--- config.mk ---
export PLATFORM = sky130hd
export DESIGN_NAME = usb_tx_scheduler_flat
export DESIGN_NICKNAME = d
export VERILOG_FILES = /design/src/rtl/usb_tx_pkg.sv /design/src/rtl/usb_tx_scheduler_if.sv /design/src/rtl/usb_tx_arbiter.sv /design/src/rtl/usb_tx_scheduler.sv /design/src/flat_wrapper.sv
export SDC_FILE = /design/constraint.sdc
export NUM_CORES = 1
export LEC_CHECK = 0
export ABC_CLOCK_PERIOD_IN_PS = 7300
export BUFFER_PORTS_ARGS = -buffer_cell sky130_fd_sc_hd__buf_2
export CORE_MARGIN = 3
export CORE_UTILIZATION = 50
export DETAILED_ROUTE_END_ITERATION = 10
export PLACE_DENSITY = 0.87
export SETUP_SLACK_MARGIN = 0.15
export SKIP_LAST_GASP = 1
export SLEW_MARGIN = 25
export SYNTH_ARGS = -nofsm -noshare
export SYNTH_HDL_FRONTEND = slang
export SYNTH_SLANG_ARGS = --single-unit
--- constraint.sdc ---
create_clock -name clk -period 7.3 [get_ports clk]
set_clock_uncertainty 0.2 [all_clocks]
set_input_delay 0.73 -clock clk [delete_from_list [all_inputs] [get_ports clk]]
set_output_delay 0.73 -clock clk [all_outputs]
set_load 0.01 [all_outputs]
--- src/rtl/usb_tx_pkg.sv ---
// Shared types and constants for the USB transmit scheduler: FSM state encoding,
// FX2 FIFOADR endpoint codes and the post-packet holdoff length.
package usb_tx_pkg;

  typedef enum logic [2:0] {
    IDLE,
    ADR_SETUP,
    WRITE,
    PKTEND,
    HOLDOFF
  } tx_state_e;

  localparam logic [1:0] EP2_ADR = 2'b00;
  localparam logic [1:0] EP4_ADR = 2'b01;
  localparam logic [1:0] EP6_ADR = 2'b10;
  localparam logic [1:0] EP8_ADR = 2'b11;

  // FX2 flags lag a commit by a couple of IFCLKs; keep the port owned that long.
  localparam int HOLDOFF_CYC = 2;

endpackage

--- src/rtl/usb_tx_scheduler_if.sv ---
// Bundle between the upstream cs/data FWFT FIFOs, the scheduler and the FX2 slave-FIFO port.
// master = scheduler side, slave = FIFOs / slave-FIFO I/O block side.
interface usb_tx_scheduler_if;
  import usb_tx_pkg::*;

  logic        cs_empty;
  logic [15:0] cs_dout;
  logic        cs_re;
  logic        data_empty;
  logic [15:0] data_dout;
  logic        data_re;
  logic        sl_cs_full;
  logic        sl_data_full;
  logic        sl_wr;
  logic [15:0] sl_wr_data;
  logic        sl_pktend;
  logic [1:0]  sl_fifo_adr;
  logic        tx_active;
  logic        tx_grant;

  modport master (
    input  cs_empty, cs_dout, data_empty, data_dout, sl_cs_full, sl_data_full,
    output cs_re, data_re, sl_wr, sl_wr_data, sl_pktend, sl_fifo_adr, tx_active, tx_grant
  );

  modport slave (
    output cs_empty, cs_dout, data_empty, data_dout, sl_cs_full, sl_data_full,
    input  cs_re, data_re, sl_wr, sl_wr_data, sl_pktend, sl_fifo_adr, tx_active, tx_grant
  );

endinterface

--- src/rtl/usb_tx_arbiter.sv ---
// cs/data grant for the shared slave-FIFO port: cs has priority, but after
// MAX_CS_BURST consecutive cs packets a waiting data source gets one packet.
module usb_tx_arbiter #(
  parameter int MAX_CS_BURST = 4
) (
  input  logic clk,
  input  logic rst_n,
  input  logic cs_empty,
  input  logic cs_full,
  input  logic data_empty,
  input  logic data_full,
  input  logic arb_en,
  input  logic pkt_done,
  input  logic pkt_src,
  output logic grant_valid,
  output logic grant_data
);

  localparam int BW = $clog2(MAX_CS_BURST + 1);
  localparam logic [BW-1:0] BURST_MAX = BW'(MAX_CS_BURST);

  logic [BW-1:0] cs_burst_q;
  logic          cs_cand;
  logic          data_cand;

  assign cs_cand     = !cs_empty && !cs_full;
  assign data_cand   = !data_empty && !data_full;
  assign grant_valid = cs_cand || data_cand;
  assign grant_data  = data_cand && (!cs_cand || (cs_burst_q == BURST_MAX));

  always_ff @(posedge clk or negedge rst_n) begin
    if (!rst_n) begin
      cs_burst_q <= '0;
    end else if (pkt_done) begin
      if (pkt_src) begin
        cs_burst_q <= '0;
      end else if (cs_burst_q != BURST_MAX) begin
        cs_burst_q <= cs_burst_q + 1'b1;
      end
    end else if (arb_en && data_empty) begin
      // Nobody is starved when data has nothing to send.
      cs_burst_q <= '0;
    end
  end

endmodule

--- src/rtl/usb_tx_scheduler.sv ---
// Packetising arbiter onto the FX2 slave-FIFO write port (IFCLK domain).
// Build option: USB_TX_STATS_EN adds cs/data/short packet counters for debug cores.
//
// state     | meaning
// IDLE      | port free, arbitrate between cs and data
// ADR_SETUP | FIFOADR driven, one cycle for address and flags to settle
// WRITE     | stream words of the granted source, count idle cycles while empty
// PKTEND    | one-cycle PKTEND strobe to commit a short packet
// HOLDOFF   | port still owned while FX2 flags catch up
module usb_tx_scheduler
  import usb_tx_pkg::*;
#(
  parameter int         PKT_WORDS    = 256,
  parameter int         TIMEOUT_CYC  = 1024,
  parameter int         MAX_CS_BURST = 4,
  parameter logic [1:0] CS_ADR       = EP8_ADR,
  parameter logic [1:0] DATA_ADR     = EP6_ADR
) (
  input  logic               clk,
  input  logic               rst_n,
  usb_tx_scheduler_if.master bus
`ifdef USB_TX_STATS_EN
  ,
  output logic [15:0]        cs_pkt_cnt,
  output logic [15:0]        data_pkt_cnt,
  output logic [15:0]        short_pkt_cnt
`endif
);

  localparam int WCW = $clog2(PKT_WORDS + 1);
  localparam int IW  = $clog2(TIMEOUT_CYC + 1);
  localparam int HW  = $clog2(HOLDOFF_CYC + 1);
  localparam logic [WCW-1:0] WORD_LAST = WCW'(PKT_WORDS - 1);
  localparam logic [IW-1:0]  IDLE_LAST = IW'(TIMEOUT_CYC - 1);
  localparam logic [IW-1:0]  IDLE_MAX  = IW'(TIMEOUT_CYC);
  localparam logic [HW-1:0]  HOLD_LAST = HW'(HOLDOFF_CYC - 1);

  tx_state_e      state_q, state_d;
  logic [WCW-1:0] word_cnt_q, word_cnt_d;
  logic [IW-1:0]  idle_q, idle_d;
  logic [HW-1:0]  hold_q, hold_d;
  logic           tx_grant_q;
  logic           tx_active_q;
  logic           sl_wr_q;
  logic [15:0]    sl_wr_data_q;
  logic           sl_pktend_q;
  logic [1:0]     sl_fifo_adr_q;

  logic           src_empty;
  logic           src_full;
  logic [15:0]    src_dout;
  logic           pop;
  logic           arb_en;
  logic           arb_valid;
  logic           arb_grant_data;
  logic           pkt_done;

  usb_tx_arbiter #(
    .MAX_CS_BURST (MAX_CS_BURST)
  ) u_arbiter (
    .clk         (clk),
    .rst_n       (rst_n),
    .cs_empty    (bus.cs_empty),
    .cs_full     (bus.sl_cs_full),
    .data_empty  (bus.data_empty),
    .data_full   (bus.sl_data_full),
    .arb_en      (arb_en),
    .pkt_done    (pkt_done),
    .pkt_src     (tx_grant_q),
    .grant_valid (arb_valid),
    .grant_data  (arb_grant_data)
  );

  assign src_empty = tx_grant_q ? bus.data_empty   : bus.cs_empty;
  assign src_full  = tx_grant_q ? bus.sl_data_full : bus.sl_cs_full;
  assign src_dout  = tx_grant_q ? bus.data_dout    : bus.cs_dout;
  assign pop       = (state_q == WRITE) && !src_empty && !src_full;
  assign arb_en    = (state_q == IDLE);

  // Pop is combinational so the FWFT head word is captured on the same edge.
  assign bus.cs_re   = pop && !tx_grant_q;
  assign bus.data_re = pop && tx_grant_q;

  always_comb begin
    state_d    = state_q;
    word_cnt_d = word_cnt_q;
    idle_d     = idle_q;
    hold_d     = hold_q;
    pkt_done   = 1'b0;
    case (state_q)
      IDLE: begin
        word_cnt_d = '0;
        idle_d     = '0;
        hold_d     = '0;
        if (arb_valid) state_d = ADR_SETUP;
      end
      ADR_SETUP: begin
        state_d = WRITE;
      end
      WRITE: begin
        hold_d = '0;
        if (pop) begin
          word_cnt_d = word_cnt_q + 1'b1;
          idle_d     = '0;
          if (word_cnt_q == WORD_LAST) begin
            state_d  = HOLDOFF;
            pkt_done = 1'b1;
          end
        end else if (src_empty && !src_full) begin
          // A full endpoint stalls the packet without counting towards the timeout.
          if (idle_q != IDLE_MAX) idle_d = idle_q + 1'b1;
          if (idle_q >= IDLE_LAST) begin
            state_d = (word_cnt_q != '0) ? PKTEND : HOLDOFF;
          end
        end
      end
      PKTEND: begin
        hold_d   = '0;
        pkt_done = 1'b1;
        state_d  = HOLDOFF;
      end
      HOLDOFF: begin
        if (hold_q == HOLD_LAST) begin
          state_d    = IDLE;
          word_cnt_d = '0;
          idle_d     = '0;
          hold_d     = '0;
        end else begin
          hold_d = hold_q + 1'b1;
        end
      end
      default: begin
        state_d = IDLE;
      end
    endcase
  end

  always_ff @(posedge clk or negedge rst_n) begin
    if (!rst_n) begin
      state_q       <= IDLE;
      word_cnt_q    <= '0;
      idle_q        <= '0;
      hold_q        <= '0;
      tx_grant_q    <= 1'b0;
      tx_active_q   <= 1'b0;
      sl_wr_q       <= 1'b0;
      sl_wr_data_q  <= '0;
      sl_pktend_q   <= 1'b0;
      sl_fifo_adr_q <= CS_ADR;
    end else begin
      state_q     <= state_d;
      word_cnt_q  <= word_cnt_d;
      idle_q      <= idle_d;
      hold_q      <= hold_d;
      tx_active_q <= (state_d != IDLE);
      sl_wr_q     <= pop;
      sl_pktend_q <= (state_d == PKTEND);
      if (pop) sl_wr_data_q <= src_dout;
      // FIFOADR only moves on the way into ADR_SETUP.
      if (arb_en && arb_valid) begin
        tx_grant_q    <= arb_grant_data;
        sl_fifo_adr_q <= arb_grant_data ? DATA_ADR : CS_ADR;
      end
    end
  end

  assign bus.sl_wr       = sl_wr_q;
  assign bus.sl_wr_data  = sl_wr_data_q;
  assign bus.sl_pktend   = sl_pktend_q;
  assign bus.sl_fifo_adr = sl_fifo_adr_q;
  assign bus.tx_active   = tx_active_q;
  assign bus.tx_grant    = tx_grant_q;

`ifdef USB_TX_STATS_EN
  always_ff @(posedge clk or negedge rst_n) begin
    if (!rst_n) begin
      cs_pkt_cnt    <= '0;
      data_pkt_cnt  <= '0;
      short_pkt_cnt <= '0;
    end else begin
      if (pkt_done && tx_grant_q)  data_pkt_cnt  <= data_pkt_cnt + 1'b1;
      if (pkt_done && !tx_grant_q) cs_pkt_cnt    <= cs_pkt_cnt + 1'b1;
      if (state_q == PKTEND)       short_pkt_cnt <= short_pkt_cnt + 1'b1;
    end
  end
`endif

endmodule
--- src/flat_wrapper.sv ---
// flat-port wrapper written by rule: the top's interface ports become plain ports
module usb_tx_scheduler_flat import usb_tx_pkg::*;
#(
  parameter int         PKT_WORDS    = 256,
  parameter int         TIMEOUT_CYC  = 1024,
  parameter int         MAX_CS_BURST = 4,
  parameter logic [1:0] CS_ADR       = EP8_ADR,
  parameter logic [1:0] DATA_ADR     = EP6_ADR
)
  (clk, rst_n, bus_cs_empty, bus_cs_dout, bus_data_empty, bus_data_dout, bus_sl_cs_full, bus_sl_data_full, bus_cs_re, bus_data_re, bus_sl_wr, bus_sl_wr_data, bus_sl_pktend, bus_sl_fifo_adr, bus_tx_active, bus_tx_grant);
  usb_tx_scheduler_if bus_i ();
  input  logic clk;
  input  logic rst_n;
  input wire logic [$bits(bus_i.cs_empty)-1:0] bus_cs_empty;
  input wire logic [$bits(bus_i.cs_dout)-1:0] bus_cs_dout;
  input wire logic [$bits(bus_i.data_empty)-1:0] bus_data_empty;
  input wire logic [$bits(bus_i.data_dout)-1:0] bus_data_dout;
  input wire logic [$bits(bus_i.sl_cs_full)-1:0] bus_sl_cs_full;
  input wire logic [$bits(bus_i.sl_data_full)-1:0] bus_sl_data_full;
  output wire logic [$bits(bus_i.cs_re)-1:0] bus_cs_re;
  output wire logic [$bits(bus_i.data_re)-1:0] bus_data_re;
  output wire logic [$bits(bus_i.sl_wr)-1:0] bus_sl_wr;
  output wire logic [$bits(bus_i.sl_wr_data)-1:0] bus_sl_wr_data;
  output wire logic [$bits(bus_i.sl_pktend)-1:0] bus_sl_pktend;
  output wire logic [$bits(bus_i.sl_fifo_adr)-1:0] bus_sl_fifo_adr;
  output wire logic [$bits(bus_i.tx_active)-1:0] bus_tx_active;
  output wire logic [$bits(bus_i.tx_grant)-1:0] bus_tx_grant;
  assign bus_i.cs_empty = bus_cs_empty;
  assign bus_i.cs_dout = bus_cs_dout;
  assign bus_i.data_empty = bus_data_empty;
  assign bus_i.data_dout = bus_data_dout;
  assign bus_i.sl_cs_full = bus_sl_cs_full;
  assign bus_i.sl_data_full = bus_sl_data_full;
  assign bus_cs_re = bus_i.cs_re;
  assign bus_data_re = bus_i.data_re;
  assign bus_sl_wr = bus_i.sl_wr;
  assign bus_sl_wr_data = bus_i.sl_wr_data;
  assign bus_sl_pktend = bus_i.sl_pktend;
  assign bus_sl_fifo_adr = bus_i.sl_fifo_adr;
  assign bus_tx_active = bus_i.tx_active;
  assign bus_tx_grant = bus_i.tx_grant;
  usb_tx_scheduler #(.PKT_WORDS(PKT_WORDS), .TIMEOUT_CYC(TIMEOUT_CYC), .MAX_CS_BURST(MAX_CS_BURST), .CS_ADR(CS_ADR), .DATA_ADR(DATA_ADR)) u_core (.clk(clk), .rst_n(rst_n), .bus(bus_i));
endmodule
Word-level counts from Yosys, hierarchy flattened. Cells that the tools add are included.

Add/subtract/negate cells: 4. Order comparisons: 1. Equality and inequality tests: 15. Multiplexer cells: 29. Reduce and logical (&&, ||, !) cells: 30.

Operators by type and width (number): two-way mux 11 bit (4); two-way mux 3 bit (11); case mux 11 bit (3 select lines) (1); case mux 9 bit (3 select lines) (1); two-way mux 9 bit (2); two-way mux 16 bit (1); case mux 3 bit (5 select lines) (1); adder 11 x 1 -> 11 bit (second input constant) (1); greater-or-equal comparator 11 x 10 -> 1 bit (second input constant) (1); != test 11 bit (second input constant) (1); logical AND 1 bit (10); adder 9 x 1 -> 9 bit (second input constant) (1); == test 3 x 2 -> 1 bit (second input constant) (3); == test 9 x 8 -> 1 bit (second input constant) (1); != test 3 x 2 -> 1 bit (second input constant) (3); nonzero test 9 bit (1); logical NOT 1 bit (8); == test 3 bit (second input constant) (2); nonzero test 3 bit (2); two-way mux 1 bit (5); != test 2 x 1 -> 1 bit (second input constant) (2); case mux 2 bit (2 select lines) (1); AND reduction 4 bit (1); nonzero test 2 bit (2); other kinds (12) (13).

Register bits after elaboration: 50. Input bits: 38. Output and inout port bits: 24. Logic and storage cells: 90.

Depth between registers and ports, before layout. Gate-level depths: netlist of the first run.

Depth in word-level cells: 8. Gate-level depth with buffers: 10. Depth with buffers taken out: 10.

By module. A second synthesis of the first run with hierarchy kept.

Cells, all modules: 278. Area total of the unflattened synthesis: 2637.5 um2.

By module, submodules not included: usb_tx_scheduler (times used 1, cells an instance 256, area an instance 2442.3 um2); usb_tx_arbiter (times used 1, cells an instance 22, area an instance 195.2 um2).

Worst setup path after synthesis of the first run. Ideal clock, no wire load.

Kind: input to output. From: input port bus_data_empty. To: output port bus_data_re. Arrival: 1.715 ns. Required time: 6.370 ns. Path slack: 4.655 ns. Stages: 3. Cells stage by stage: or3b_1 > nor2_1 > buf_2.

Cells in the longest elaborated chain, start to end: 5.

Ends and longest elaborated chain: start: declaration (line flat_wrapper.sv:16) `input wire logic [$bits(bus_i.data_empty)-1:0] bus_data_empty;`; two-way mux 1 bit (line usb_tx_scheduler.sv:74) `assign src_empty = tx_grant_q ? bus.data_empty : bus.cs_empty;`; logical NOT 1 bit (line usb_tx_scheduler.sv:77) `assign pop = (state_q == WRITE) && !src_empty && !src_full;`; logical AND 1 bit (2 in a row) (line usb_tx_scheduler.sv:77); logical AND 1 bit (line usb_tx_scheduler.sv:82) `assign bus.data_re = pop && tx_grant_q;`; end: declaration (line flat_wrapper.sv:21) `output wire logic [$bits(bus_i.data_re)-1:0] bus_data_re;`.

Every way passes these cells.

Worst setup path after layout of the first run.
From: register u_core.word_cnt_q[0]. To: register u_core.u_arbiter.cs_burst_q[1].

Cells in the longest elaborated chain, start to end: 6. Elaborated cells on any way between the ends: 8. Those cells by class: 2 x eq/ne; 4 x mux; 2 x reduce/logical.

Ends and longest elaborated chain: start: declaration (line usb_tx_scheduler.sv:39) `logic [WCW-1:0] word_cnt_q, word_cnt_d;`; start signal: assignment (line usb_tx_scheduler.sv:152) `word_cnt_q <= word_cnt_d;`; == test 9 x 8 -> 1 bit * (line usb_tx_scheduler.sv:105) `if (word_cnt_q == WORD_LAST) begin`; two-way mux 1 bit * (line usb_tx_scheduler.sv:105); two-way mux 1 bit * (line usb_tx_scheduler.sv:102) `if (pop) begin`; case mux 1 bit (2 select lines) * (line usb_tx_scheduler.sv:90) `case (state_q)`; != test 3 x 2 -> 1 bit (no line) / nonzero test 2 bit (equally long branches); AND reduction 2 bit (no line); end signal: assignment (line usb_tx_arbiter.sv:38) `cs_burst_q <= cs_burst_q + 1'b1;`; end: declaration (line usb_tx_arbiter.sv:22) `logic [BW-1:0] cs_burst_q;`.

Mark *: on every way between the ends. The rest lies on a longest branch, timed or not. A chain may end at the register's enable or synchronous reset.

==> results of run 1 <==
cells by family after synthesis:
logic type      Yosys count  share of synthesized area
compound gates           59                     0.1800
flops                    49                     0.4797
xor+xnor                 10                    0.03423
other cells               1                   0.001466
fa+ha+maj                 7                    0.03423
simple gates            105                     0.2059
buf+inv                  39                    0.06455
worst max-delay path, delay by kind of cell, from the launching register on:
| kind | cells | cell delay, ns |
|---|---|---|
| compound gates | 3 | 0.75 |
| fa+ha+maj | 2 | 0.37 |
| flops | 1 | 0.43 |
| simple gates | 5 | 0.99 |
through the flow:
stage	cells	area [µm²]	power (mW)	worst slack, ns	utilization
global placement	390	2905	0.7368	4.575	0.5992
CTS	398	3045	0.9821	4.535	0.6281
global route	398	3045	1.050	4.339	0.6281
floorplan	270	2559	0.6341	4.655	-
finish	398	3045	0.9782	4.512	0.6281
detailed placement	390	2908	0.7496	4.553	0.5997
worst max path at each step:
stage,start,endpoint,slack (ns)
5_1_grt,u_core.word_cnt_q[0],u_core.u_arbiter.cs_burst_q[1],4.34
4_1_cts,u_core.state_q[2],bus_cs_re,4.54
3_3_place_gp,bus_data_empty,bus_data_re,4.58
3_5_place_dp,bus_data_empty,bus_data_re,4.55
6_report,u_core.word_cnt_q[0],u_core.u_arbiter.cs_burst_q[1],4.51
2_1_floorplan,bus_data_empty,bus_data_re,4.65
synthesized netlist by cell type, types with 2 or more instances:
cell type	number
nand2_1	26
nor4_1	2
or3b_1	2
o21ai_1	5
buf_2	6
nand4b_1	2
nor3_1	4
o21a_1	2
and3_1	3
nand4_1	5
a21oi_1	6
nor2b_1	2
nor2_1	27
a222oi_1	16
nand2b_1	4
dfrtp_1	48
xor2_1	10
o21ai_0	8
inv_1	30
ha_1	7
o31ai_1	4
a31oi_1	4
nand3_1	18
a2bb2oi_1	2
where the power goes:
group | leakage [nW] | internal (mW) | switching (mW)
sequential | 0.649 | 0.340 | 0.0612
clock | 0.0687 | 0.138 | 0.0934
combinational | 0.777 | 0.140 | 0.206
cells in the final DEF (no fill, tap or decap), types with 2 or more instances in the layout:
| cell | count |
|---|---|
| ha_1 | 7 |
| a222oi_1 | 16 |
| dfrtp_1 | 48 |
| o21ai_1 | 5 |
| nor3_1 | 4 |
| o31ai_1 | 4 |
| nor2b_1 | 2 |
| buf_4 | 3 |
| clkbuf_8 | 5 |
| nor2_1 | 27 |
| or3b_1 | 2 |
| nand2_1 | 26 |
| nand3_1 | 18 |
| a2bb2oi_1 | 2 |
| a21oi_1 | 6 |
| a31oi_1 | 4 |
| nand4b_1 | 2 |
| nand4_1 | 5 |
| bufinv_16 | 2 |
| nor4_1 | 2 |
| o21a_1 | 2 |
| nand2b_1 | 4 |
| inv_1 | 30 |
| buf_2 | 59 |
| o21ai_0 | 8 |
| xor2_1 | 10 |
| and3_1 | 3 |
registers in the layout, indices dropped and copies added, names as in the netlist:
signal,flops
u_core.word_cnt_q,9
u_core.u_arbiter.cs_burst_q,3
u_core.bus.sl_wr_data,16
u_core.bus.tx_grant,1
u_core.hold_q,2
u_core.idle_q,11
u_core.state_q,3
u_core.bus.sl_fifo_adr,1
u_core.bus.sl_pktend,1
u_core.bus.sl_wr,1
u_core.bus.tx_active,1
layer usage:
metal | up-vias | routed length, µm | track usage
met2 | 89 | 2823 | 0.3238
met3 | 8 | 339 | 0.04756
met4 | 0 | 53 | 0.05872
li1 | 1089 | - | -
met1 | 1082 | 2482 | 0.2650
met5 | - | 0 | 0
layout make-up:
type,count,share of cell area
Sequential cell,49,0.4030
Multi-Input combinational cell,182,0.3829
Timing Repair Buffer,62,0.1044
Inverter,30,0.03698
Tap cell,67,0.02753
Clock buffer,5,0.02260
Clock inverter,3,0.02260
==> key figures, run 1 <==
Run status
  – Status: finished, final reports clean

Synth
  – Mean Syn Cell Area: 9.477 µm²
  – Largest area contributor in the netlist: dfrtp_1
  – Dominant register cell in the synthesized netlist: dfrtp_1
  – YS warnings: 0
  – Most area-consuming cells after synthesis: dfrtp_1 47%, a222oi_1 6.3%, inv_1 4.4%, nor2_1 4.0%, nand2_1 3.8%
  – Post-synth cell types: 51
  – Seq cells post-synth: 49
  – Number of flops mapped to enable cells by yosys: 0
  – Synth async-reset ratio: 1.000
  – Cell count after synthesis: 270
  – Cell Area, Synth: 2559 µm²
  – Seq/Total Area, Yosys: 0.4797
  – Post-synth net total: 315
  – Yosys top cell area share: 0.4694

Clocking
  – Post-CTS setup buffer count: 0
  – Resize count post-CTS: 0
  – Sink Count: 49
  – Hold Buf Count CTS: 0
  – CTS tree: done
  – Bufs on Longest Clock Path: 2
  – Latest clock arrival within the worst-skew pair: 0.31 ns
  – Clock-pin transition on the worst setup and hold timing paths: 0.09 ns
  – Clk root buf: clkbuf_8
  – # H-tree levels: 2
  – CTS Buf Count: 5

Critical path
  – Slowest Stage Delay on Critical Path: 0.48 ns
  – Crit end category: flip-flop
  – Largest fanout on the critical path: 6
  – Worst setup SP type: flip-flop
  – Flop2flop setup slack: 4.51 ns
  – Crit Path Category: reg2reg
  – Slowest cell on the critical path: a211oi_1
  – Reg-to-Reg Start: u_core.word_cnt_q[0]
  – Worst R2R Path Depth: 10
  – R2r endpoint: u_core.u_arbiter.cs_burst_q[1]
  – Most common cell on crit path: ha_1
  – Crit path arrival time: 2.83 ns
  – CP required: 7.35 ns
  – Crit-path cells: ha_1, nand2_1, nor2_1, and3_1, ha_1, or3b_2, a211oi_1, nand3_1, a21oi_1, a31o_1

Drt
  – Post-route ant nets: 0
  – Via density: 5.698
  – Vias: 2268
  – Initial drt markers: 217
  – Drt total wl: 5699 µm
  – DRT Pass-1 Iters: 7
  – Drt drc: 0
  – WL/cell: 14.32 µm

Timing
  – Final TNS setup: 0 ns
  – Final period utilization: 0.3819
  – Setup violators final: 0
  – Max transition margin: 0.4664
  – Slew @ Worst Pin: 0.7943 ns
  – Highest clock rate: 0.3587 GHz
  – Min cycle time layout: 2.788 ns
  – Final Hold Viols: 0
  – Hold WS: 0.2269 ns
  – RSZ-0062 raised after global routing: false
  – Final Slew Violations: 0

Floorplan
  – Io pins: 62
  – Starting density of the core: 0.5277
  – Die W: 77.54 µm
  – Core footprint: 4848 µm²
  – Rows: 25
  – Chip height: 77.54 µm
  – Die area: 6012 µm²

Global route
  – First-pass GRT wire length: 9770 µm
  – Total congestion overflow: 0
  – Vias in the first global route: 2148
  – Largest net degree at the start of global routing: 50
  – Initial antenna violation count: 0
  – GRT Overall Usage: 0.1993

Flow run
  – Max capacitance violation total: 0

Layout
  – Fillers: 397
  – Sequential Area: 1227 µm²
  – Multi-input gate area: 1166 µm²
  – Area Growth Syn to Fin: 19.02%
  – Final nets: 375
  – Share of cells above drive strength 1: 0.2387
  – Ant diodes: 0

Power
  – Worst vdd ir: 0.0001690 V
  – PD cells: 321.2 nW/µm²
  – Leak pwr: 1.494 nW

Placed design
  – Gp weighted congestion: 0.8899
  – DP HPWL: 4183 µm
  – Port Buffers: 60

Min path
  – Worst min path class: in2async
No activity file was read; power rests on OpenSTA's default activity.
==> run 2: changes to the inputs <==
--- a/config.mk
+++ b/config.mk
@@ -5,10 +5,11 @@
 export SDC_FILE = /design/constraint.sdc
 export NUM_CORES = 1
 export LEC_CHECK = 0
-export ABC_CLOCK_PERIOD_IN_PS = 7300
+export ABC_AREA = 1
+export ABC_CLOCK_PERIOD_IN_PS = 2400
 export BUFFER_PORTS_ARGS = -buffer_cell sky130_fd_sc_hd__buf_2
 export CORE_MARGIN = 3
-export CORE_UTILIZATION = 50
+export CORE_UTILIZATION = 48
 export DETAILED_ROUTE_END_ITERATION = 10
 export PLACE_DENSITY = 0.87
 export SETUP_SLACK_MARGIN = 0.15
==> constraint.sdc (replaced) <==
create_clock -name clk -period 2.4 [get_ports clk]
set_clock_uncertainty 0.2 [all_clocks]
set_input_delay 0.24 -clock clk [delete_from_list [all_inputs] [get_ports clk]]
set_output_delay 0.24 -clock clk [all_outputs]
set_load 0.01 [all_outputs]
==> key figures, run 2 <==
Run status
  – Status: finished, final reports clean

Floorplan
  – Die area: 6448 µm² (+7.3%)
  – Io pins: 62 (unchanged)
  – Core footprint: 5238 µm² (+8.0%)
  – Chip height: 80.30 µm (+3.6%)
  – Rows: 26 (+4.0%)
  – Starting density of the core: 0.5060 (-0.02177)
  – Die W: 80.30 µm (+3.6%)

Timing
  – Final period utilization: 0.9329 (+0.5510)
  – Highest clock rate: 0.4466 GHz (+25%)
  – Final Slew Violations: 0 (unchanged)
  – Final TNS setup: 0 ns (unchanged)
  – Setup violators final: 0 (unchanged)
  – RSZ-0062 raised after global routing: false
  – Final Hold Viols: 0 (unchanged)
  – Min cycle time layout: 2.239 ns (-0.5488 ns)

Layout
  – Most common cell after layout, fill and taps aside: nand2_1
  – Final nets: 471 (+26%)
  – Max FFs per register: 16 (unchanged)
  – Area Growth Syn to Fin: 32.96%
  – Share of cells above drive strength 1: 0.2365 (-0.002137)
  – Ant diodes: 0 (unchanged)
  – Commonest non-fill, non-tap cells in the layout: 97 x nand2_1, 60 x buf_2, 47 x dfrtp_1
  – Finished Cell Area: 3523 µm² (+16%)

Global route
  – Vias in the first global route: 2888 (+34%)
  – GRT Overall Usage: 0.2854 (+0.08607)
  – Initial antenna violation count: 0 (unchanged)
  – First-pass GRT wire length: 14060 µm (+44%)
  – Total congestion overflow: 0 (unchanged)
  – Largest net degree at the start of global routing: 23 (-54%)

Critical path
  – Crit end category: flip-flop
  – Crit path arrival time: 2.27 ns (-0.56 ns)
  – Flop2flop setup slack: 0.16 ns (-4.35 ns)
  – Worst R2R Path Depth: 11 (+1)
  – Crit Path Category: reg2reg
  – Largest fanout on the critical path: 11 (+5)
  – CP required: 2.43 ns (-4.92 ns)
  – Worst setup SP type: flip-flop

Clocking
  – Clk root buf: clkbuf_8
  – Clock-pin transition on the worst setup and hold timing paths: 0.10 ns (about the same)
  – CTS Buf Count: 5 (unchanged)
  – Latest clock arrival within the worst-skew pair: 0.32 ns (about the same)
  – # H-tree levels: 2 (unchanged)
  – Sink Count: 49 (unchanged)
  – CTS tree: done
  – Bufs on Longest Clock Path: 2 (unchanged)

Synth
  – Cell count after synthesis: 327 (+21%)
  – Number of flops mapped to enable cells by yosys: 0 (unchanged)
  – Synth async-reset ratio: 1.000 (unchanged)
  – Most common cell in the netlist: nand2_1
  – Cell Area, Synth: 2650 µm² (+3.6%)
  – Seq/Total Area, Yosys: 0.4632 (-0.01653)
  – Most area-consuming cells after synthesis: dfrtp_1 45%, nand2_1 14%, a22oi_1 4.5%, inv_1 4.2%, nand3_1 3.6%
  – Mean Syn Cell Area: 8.104 µm² (-14%)
  – Dominant register cell in the synthesized netlist: dfrtp_1
  – YS warnings: 0 (unchanged)
  – Largest area contributor in the netlist: dfrtp_1
  – Post-synth net total: 372 (+18%)
  – Post-synth cell types: 42 (-18%)
  – Yosys top cell area share: 0.4533 (-0.01618)
  – Seq cells post-synth: 49 (unchanged)
  – Post-synth top cells: 98 x nand2_1, 48 x dfrtp_1, 30 x inv_1

Power
  – PD cells: 606.9 nW/µm² (+89%)
  – Worst vdd ir: 0.0004134 V (+140%)
  – Leak pwr: 1.787 nW (+20%)

Drt
  – Drt drc: 0 (unchanged)
  – Via density: 6.078 (+6.7%)
  – Initial drt markers: 382 (+76%)
  – DRT Pass-1 Iters: 6 (-1)
  – Drt total wl: 9387 µm (+65%)
  – WL/cell: 18.89 µm (+32%)
  – Post-route ant nets: 0 (unchanged)
  – Vias: 3021 (+33%)

Min path
  – Hold path depth: 4
  – Worst min path class: in2reg

Flow run
  – Max capacitance violation total: 0 (unchanged)

Placed design
  – Placed cell area: 3010 µm² (+3.5%)
  – Gp weighted congestion: 0.9391 (+5.5%)
  – Port Buffers: 60 (unchanged)
  – DP HPWL: 4602 µm (+10%)
## run 2: cell types whose count changed in the layout (fill, tap and decap cells not counted), sizes merged, moves of 4 or more
cell | before | now
o21ai | 13 | 18
xor2 | 10 | 6
a22oi | 2 | 16
buf | 62 | 68
a222oi | 16 | 0
nand2 | 26 | 102
or3b | 4 | 0
nand2b | 4 | 0
dlygate4sd3 | 0 | 33
## run 2: kinds of logic (layout without fill, tap and decap cells)
family,after synthesis,count (layout),synth area share
flip-flops,49,49,0.4632
adder cells (fa/ha/maj),7,7,0.03305
AO/OA/AOI/OAI,53,53,0.1374
XOR/XNOR,7,7,0.02314
buffers and inverters,45,145,0.07083
AND/OR/NAND/NOR,165,165,0.2710
other,1,1,0.001415
## run 2: final cells by class
type / count / area, µm²
clock inverters: 2 / 38.79
inverters: 36 / 147.6
well taps: 70 / 87.58
multi-input cells: 233 / 1257
flip-flops and latches: 49 / 1229
fillers: 320 / 1714
repair buffers: 101 / 690.7
clock buffers: 6 / 72.57
## run 2: worst paths after layout
| check | from | to |
|---|---|---|
| max | u_core.bus.tx_grant | u_core.idle_q[1] |
| min | bus_sl_cs_full | u_core.bus.sl_fifo_adr[0] |
| max reg2reg | u_core.bus.tx_grant | u_core.idle_q[1] |
| min reg2reg | u_core.bus.sl_fifo_adr[0] | u_core.bus.sl_fifo_adr[0] |
| max in group asynchronous | rst_n | u_core.word_cnt_q[7] |
| min in group asynchronous | rst_n | u_core.state_q[2] |
## run 2: worst max-delay path: stages (launching register included)
cell	delay (ns)
dfrtp_2	0.48
inv_2	0.16
nand2_1	0.12
nand2_2	0.13
nor2_4	0.06
nand2_4	0.09
inv_4	0.06
o21ai_4	0.16
inv_2	0.09
nor2_4	0.25
inv_2	0.13
o21ai_1	0.22
## run 2: power breakdown
group	internal, mW	leakage [nW]	total (mW)	switching, mW
Clock	0.313	0.0554	0.607	0.293
Sequential	0.923	0.625	1.03	0.110
Combinational	0.206	1.11	0.499	0.293
## run 2: through the flow
step	hold WS [ns]	power, mW	cells	util	worst slack (ns)
after global routing	0.09870	2.235	497	0.6727	0.06938
after CTS	0.01751	2.061	492	0.6605	0.1674
final	0.07277	2.138	497	0.6727	0.1609
after global placement	-0.02415	1.408	451	0.5748	0.3071
after detailed placement	-0.02653	1.426	451	0.5748	0.2175
after floorplan	-0.2556	1.268	327	-	0.6128
## run 2: per-layer routing
metal,vias to the layer above,part of all wire,GRT usage
met3,73,0.11,0.06278
met1,1374,0.34,0.3405
met5,-,0,0
met2,302,0.49,0.4868
li1,1272,-,-
met4,0,0.064,0.1334
## run 2: what timing repair did
item,4_1_cts,5_1_grt
hold buffers,33,0
endpoints found under the hold margin,31,0
pin swaps,0,1
endpoints found under the setup margin,2,14
setup buffers,0,5
gates resized for setup,3,10
